===== config.mk =====
export PLATFORM = sky130hd
export DESIGN_NAME = alu_sequencer
export DESIGN_NICKNAME = d
export VERILOG_FILES = /design/src/rtl/alu_sequencer.sv
export SDC_FILE = /design/constraint.sdc
export NUM_CORES = 1
export LEC_CHECK = 0
export CORE_ASPECT_RATIO = 0.7
export CORE_MARGIN = 2
export CORE_UTILIZATION = 50
export DETAILED_ROUTE_END_ITERATION = 8
export PLACE_DENSITY = 0.77
export SKIP_LAST_GASP = 1
export SYNTH_ARGS = -nofsm -noshare
export SYNTH_HDL_FRONTEND = slang
export SYNTH_SLANG_ARGS = --single-unit

===== constraint.sdc =====
create_clock -name clock -period 21.3 [get_ports clock]
set_input_delay 4.26 -clock clock [delete_from_list [all_inputs] [get_ports clock]]
set_output_delay 4.26 -clock clock [all_outputs]
set_load 0.01 [all_outputs]

===== src/rtl/alu_sequencer.sv =====
// alu_sequencer: operation controller in front of the Phase-1 combinational ALU.
// It latches each accepted operation into the ALU input registers and captures the
// 64-bit ALU result into Z (z_hi/z_lo). Multiply results get a programmable settle
// window. Signed division bypasses the ALU and runs here as a restoring divider
// with one iteration per clock.
module alu_sequencer #(
  parameter int WIDTH      = 32,
  parameter int MUL_CYCLES = 1
) (
  input  logic                 clock,
  input  logic                 clear,
  input  logic                 start,
  input  logic [4:0]           opcode,
  input  logic [WIDTH-1:0]     op_a,
  input  logic [WIDTH-1:0]     op_b,
  input  logic [2*WIDTH-1:0]   alu_c,
  output logic [4:0]           alu_opcode,
  output logic [WIDTH-1:0]     alu_a,
  output logic [WIDTH-1:0]     alu_b,
  output logic                 busy,
  output logic                 done,
  output logic                 err,
  output logic [WIDTH-1:0]     z_hi,
  output logic [WIDTH-1:0]     z_lo
);

  // Opcodes this block treats specially, in the CPU's instruction encoding.
  localparam logic [4:0] OP_MUL = 5'b10000;
  localparam logic [4:0] OP_DIV = 5'b01111;
  localparam logic [4:0] OP_NOP = 5'b11010;

  // The counter covers both the divider iterations (0..WIDTH-1) and the
  // multiply settle window (at most 15 cycles).
  localparam logic [4:0] MUL_LAST = 5'(MUL_CYCLES - 1);
  localparam logic [4:0] DIV_LAST = 5'(WIDTH - 1);

  typedef enum logic [2:0] {
    S_IDLE,
    S_EXEC,
    S_DIV,
    S_DFIX,
    S_DONE
  } state_t;

  state_t             state_reg;
  logic [4:0]         cnt_reg;
  logic [WIDTH-1:0]   quo_reg;
  logic [WIDTH:0]     rem_reg;
  logic [WIDTH-1:0]   dvs_reg;
  logic               sign_q_reg;
  logic               sign_r_reg;

  logic [WIDTH-1:0]   abs_a;
  logic [WIDTH-1:0]   abs_b;
  logic [WIDTH+1:0]   shift_rem;
  logic [WIDTH+1:0]   trial;
  logic               trial_ok;

  // The operations that produce a Z result through the ALU:
  // add..ori (except div), neg, not, and mul.
  function automatic logic writes_z(input logic [4:0] op);
    writes_z = ((op >= 5'b00011) && (op <= 5'b01110)) ||
               (op == 5'b10001) || (op == 5'b10010) || (op == OP_MUL);
  endfunction

  // Operand magnitudes for the divider, and one restoring step. The shifted
  // remainder is kept one bit wider than needed so the sign of the trial
  // subtraction is directly visible.
  always_comb begin
    abs_a     = op_a[WIDTH-1] ? -op_a : op_a;
    abs_b     = op_b[WIDTH-1] ? -op_b : op_b;
    shift_rem = {rem_reg, quo_reg[WIDTH-1]};
    trial     = shift_rem - {2'b00, dvs_reg};
    trial_ok  = ~trial[WIDTH+1];
  end

  // Sequencer FSM: handles accept, execution, divide iterations and result
  // capture. All outputs are registered here.
  always_ff @(posedge clock or posedge clear) begin
    if (clear) begin
      state_reg  <= S_IDLE;
      cnt_reg    <= '0;
      quo_reg    <= '0;
      rem_reg    <= '0;
      dvs_reg    <= '0;
      sign_q_reg <= 1'b0;
      sign_r_reg <= 1'b0;
      alu_opcode <= '0;
      alu_a      <= '0;
      alu_b      <= '0;
      busy       <= 1'b0;
      done       <= 1'b0;
      err        <= 1'b0;
      z_hi       <= '0;
      z_lo       <= '0;
    end else begin
      case (state_reg)
        S_IDLE, S_DONE: begin
          done <= 1'b0;
          if (start) begin
            alu_opcode <= opcode;
            alu_a      <= op_a;
            alu_b      <= op_b;
            err        <= 1'b0;
            cnt_reg    <= '0;
            busy       <= 1'b1;
            if ((opcode == OP_DIV) && (op_b != '0)) begin
              // Start the divider on magnitudes. The signs are applied in DFIX.
              quo_reg    <= abs_a;
              dvs_reg    <= abs_b;
              rem_reg    <= '0;
              sign_q_reg <= op_a[WIDTH-1] ^ op_b[WIDTH-1];
              sign_r_reg <= op_a[WIDTH-1];
              state_reg  <= S_DIV;
            end else begin
              state_reg  <= S_EXEC;
            end
          end else begin
            busy      <= 1'b0;
            state_reg <= S_IDLE;
          end
        end

        S_EXEC: begin
          if ((alu_opcode == OP_MUL) && (cnt_reg != MUL_LAST)) begin
            cnt_reg <= cnt_reg + 5'd1;
          end else begin
            if (writes_z(alu_opcode)) begin
              z_hi <= alu_c[2*WIDTH-1:WIDTH];
              z_lo <= alu_c[WIDTH-1:0];
            end else if (alu_opcode != OP_NOP) begin
              // Either a zero-divisor div or an undefined opcode. Z is kept.
              err <= 1'b1;
            end
            busy      <= 1'b0;
            done      <= 1'b1;
            state_reg <= S_DONE;
          end
        end

        S_DIV: begin
          if (trial_ok) begin
            rem_reg <= trial[WIDTH:0];
            quo_reg <= {quo_reg[WIDTH-2:0], 1'b1};
          end else begin
            rem_reg <= shift_rem[WIDTH:0];
            quo_reg <= {quo_reg[WIDTH-2:0], 1'b0};
          end
          cnt_reg <= cnt_reg + 5'd1;
          if (cnt_reg == DIV_LAST) begin
            state_reg <= S_DFIX;
          end
        end

        S_DFIX: begin
          // Truncating division: the quotient takes the XOR of the operand signs,
          // and the remainder takes the dividend's sign.
          z_lo      <= sign_q_reg ? -quo_reg : quo_reg;
          z_hi      <= sign_r_reg ? -rem_reg[WIDTH-1:0] : rem_reg[WIDTH-1:0];
          busy      <= 1'b0;
          done      <= 1'b1;
          state_reg <= S_DONE;
        end

        default: begin
          busy      <= 1'b0;
          done      <= 1'b0;
          state_reg <= S_IDLE;
        end
      endcase
    end
  end

endmodule


==> impl_metrics.json <==
{
  "postCtsHoldBufs": 0,
  "ctsResizeCount": 0,
  "num_io_pins": 272,
  "clock-sinks": 243,
  "cts_tree": "built",
  "r2r-start": "rem_reg[26]",
  "fin_area_mm2": 0.0183,
  "vias": 12300,
  "vias_per_cell": 5.71,
  "drt_first_pass_iters": 5,
  "syn-num-nets": 1709,
  "stdcell_count": 2148,
  "grt_max_degree": 128,
  "largest_reg_flops": 33,
  "place_area_mm2": 0.0175,
  "min_from": "dvs_reg[26]",
  "drt_iter0_drc": 977,
  "fmax_mhz": 131,
  "crit_fanout": 56,
  "leakage_nw": 7.54,
  "place_congestion": 0.891,
  "num_rows": 52,
  "portBuffers": 271,
  "netlist.area_leader.share": 0.417,
  "synth_edf_count": 0,
  "drcViolationCount": 0,
  "hold_depth": 2,
  "power_density_mw_per_mm2": 131,
  "path_depth": 13,
  "ys_types": 73,
  "die_w_um": 208,
  "drive_gt1_frac": 0.0870,
  "antennaDiodeCount": 0,
  "rsz0062_at_grt": "no",
  "dp.cells": 2105,
  "required_ns": 21.73,
  "p_total_mw": 2.39,
  "cts_max_level": 1,
  "fin_crit_sh": 0.358,
  "die_y_um": 147,
  "syn_to_final_growth_pct": 25.6,
  "cts_buffers": 25,
  "place_hpwl_um": 30900,
  "syn_inst": 1533,
  "clockBufferDepth": 3,
  "grt_pass1_wl_um": 66400,
  "crit_slowest_cell": "buf_4",
  "nets": 1930,
  "syn_avg_cell_area_um2": 9.51,
  "ff2ff_path_depth": 11,
  "min_period_ns": 7.62,
  "drt-wirelength-per-cell_um": 19.1,
  "power_frac_seq": 0.328,
  "vdd_drop_max_mv": 0.114,
  "p_sw_frac": 0.400,
  "cts_setup_buffers": 0,
  "initial_core_util": 0.507,
  "hold_violations": 0,
  "crit_buf_inv": 4,
  "p_sw_uw": 956,
  "power_frac_clock": 0.183,
  "synth_flop_cell": "dfrtp_1",
  "insertion_delay_ns": 0.53,
  "yosysSeqAreaShare": 0.417,
  "ys_seq_elements": 243,
  "critPathTopFamily": "simple AND/OR/NAND/NOR gates",
  "skew_ns": 0.0104,
  "antenna_found_initial": 0,
  "yosysWarnings": 0,
  "grt_usage": 0.269,
  "setup-violations-final": 0,
  "grt_pass1_vias": 11700,
  "end_kind": "flip-flop",
  "worstPathCellList": "clkdlybuf4s50_1 -> inv_1 -> ha_1 -> or3b_2 -> nor3_2 -> nand4_1 -> or3_4 -> o21a_1 -> and2_1 -> nor2_4 -> buf_4 -> inv_2 -> o22ai_1",
  "p_int_mw": 1.44,
  "async_reset_ff_frac": 1.00,
  "fin_setup_tns_ns": 0,
  "min_path_type": "reg2reg",
  "worstMarginPinSlew_ns": 1.12,
  "root_buffer": "clkbuf_16",
  "dieArea_mm2": 0.0305,
  "clkTransAtPathRegs_ns": 0.06,
  "slowest_delay_ns": 0.51,
  "overflow": 0,
  "crit_start": "op_b[0]",
  "p_comb_frac": 0.489,
  "crit_type": "in2reg",
  "status": "finished clean",
  "ant_nets": 0,
  "syn-cell-area_mm2": 0.0146,
  "coreArea_mm2": 0.0288,
  "cp-start-kind": "primary input",
  "cp.arrival_ns": 8.05,
  "synthTopCellsByArea": "dfrtp_1 42%, mux2_2 6.0%, mux2i_1 5.2%",
  "synth_largest_area_cell": "dfrtp_1",
  "slew-limit-headroom": 0.253,
  "cap_violations": 0,
  "finalWirelength_um": 41100,
  "slew_violations": 0
}
## power groups by stage
| stage | combinational, mW | clock [mW] | sequential (mW) |
|---|---|---|---|
| floorplan | 0.733 | 0 | 0.769 |
| global placement | 1.14 | 0 | 0.777 |
| detailed placement | 1.16 | 0 | 0.786 |
| CTS | 1.16 | 0.448 | 0.779 |
| global route | 1.29 | 0.469 | 0.805 |
| finish | 1.17 | 0.438 | 0.784 |
## layout make-up
cell class                 instances  area, um^2
fill                            2401       10500
tap                              378         473
timing repair buffer             282        2800
clock inverter                     6        86.3
sequential                       243        6080
inverter                          58         225
multi-input combinational       1144        7910
clock buffer                      37         731
## cell families after synthesis
family / after synthesis / share of synthesized area
adder cells (fa/ha/maj): 40 / 0.0349
buffers and inverters: 146 / 0.0417
flip-flops: 243 / 0.417
AND/OR/NAND/NOR: 405 / 0.131
XOR/XNOR: 148 / 0.0890
multiplexers: 154 / 0.112
AO/OA/AOI/OAI: 397 / 0.173
## cells in the mapped netlist (7+ instances only)
master      n
a21o_1     15
a21oi_1   100
a221o_1    22
a22oi_1     8
a31oi_1     9
and2_1      7
buf_1      12
buf_2      12
clkbuf_1   58
dfrtp_1   243
ha_1       39
inv_1      57
mux2_2     78
mux2i_1    76
nand2_1   149
nand2b_1   11
nand3_1    26
nand4_1    10
nor2_1    116
nor2b_1    11
nor3_1      9
nor4_1      9
o21ai_0   120
o21ai_1    17
o31ai_1    32
o41ai_1    21
or3_1      15
or4_1      10
xnor2_1    78
xor2_1     70
## metal layers
metal | GRT usage | routed length [um]
met4 | 0.0358 | 539
met1 | 0.447 | 21100
met3 | 0.0624 | 3530
met2 | 0.357 | 15900
met5 | 0 | 0
## final timing paths
path	endpoint	slack, ns
max	rem_reg[1]	13.68
min	dvs_reg[26]	0.48
max reg2reg	rem_reg[32]	17.30
min reg2reg	dvs_reg[26]	0.48
max in group asynchronous	z_hi[2]	14.71
min in group asynchronous	alu_b[12]	4.22
## cell usage in the layout, fill, tap and decap left out, drive strengths merged, types with 6 or more instances in the layout
master         count
a31oi              9
a21oi            100
nor2             117
and2               8
and3               6
o31ai             34
dfrtp            243
nor4              11
nand3             26
xnor2             78
nand2            150
a21o              15
clkbuf            37
nor2b             11
xor2              70
or2                7
or3               18
clkdlybuf4s50    271
inv               58
or4               11
buf               11
o21ai            137
nand4             10
o41ai             22
mux2i             76
mux2              78
a221o             22
nand2b            11
ha                39
nor3              11
a22oi              8
## worst register-to-register path: stages (launching register included)
cell and delay [ns]:
dfrtp_1 0.51, ha_1 0.45, a21oi_1 0.48, a21boi_0 0.33, o2111ai_1 0.28, nand3_1 0.10
a41o_1 0.28, xor2_4 0.51, buf_4 0.47, o2111ai_1 0.21, xor2_1 0.17, o21ai_1 0.07
## metrics by stage
step	hold WS, ns	setup WS (ns)	util
3_3_place_gp	0.463	13.30	0.608
4_1_cts	0.485	13.73	0.637
3_5_place_dp	0.469	13.18	0.608
6_report	0.479	13.68	0.637
2_1_floorplan	0.450	10.37	-
5_1_grt	0.518	13.38	0.637
No activity file was read; power rests on OpenSTA's default activity.
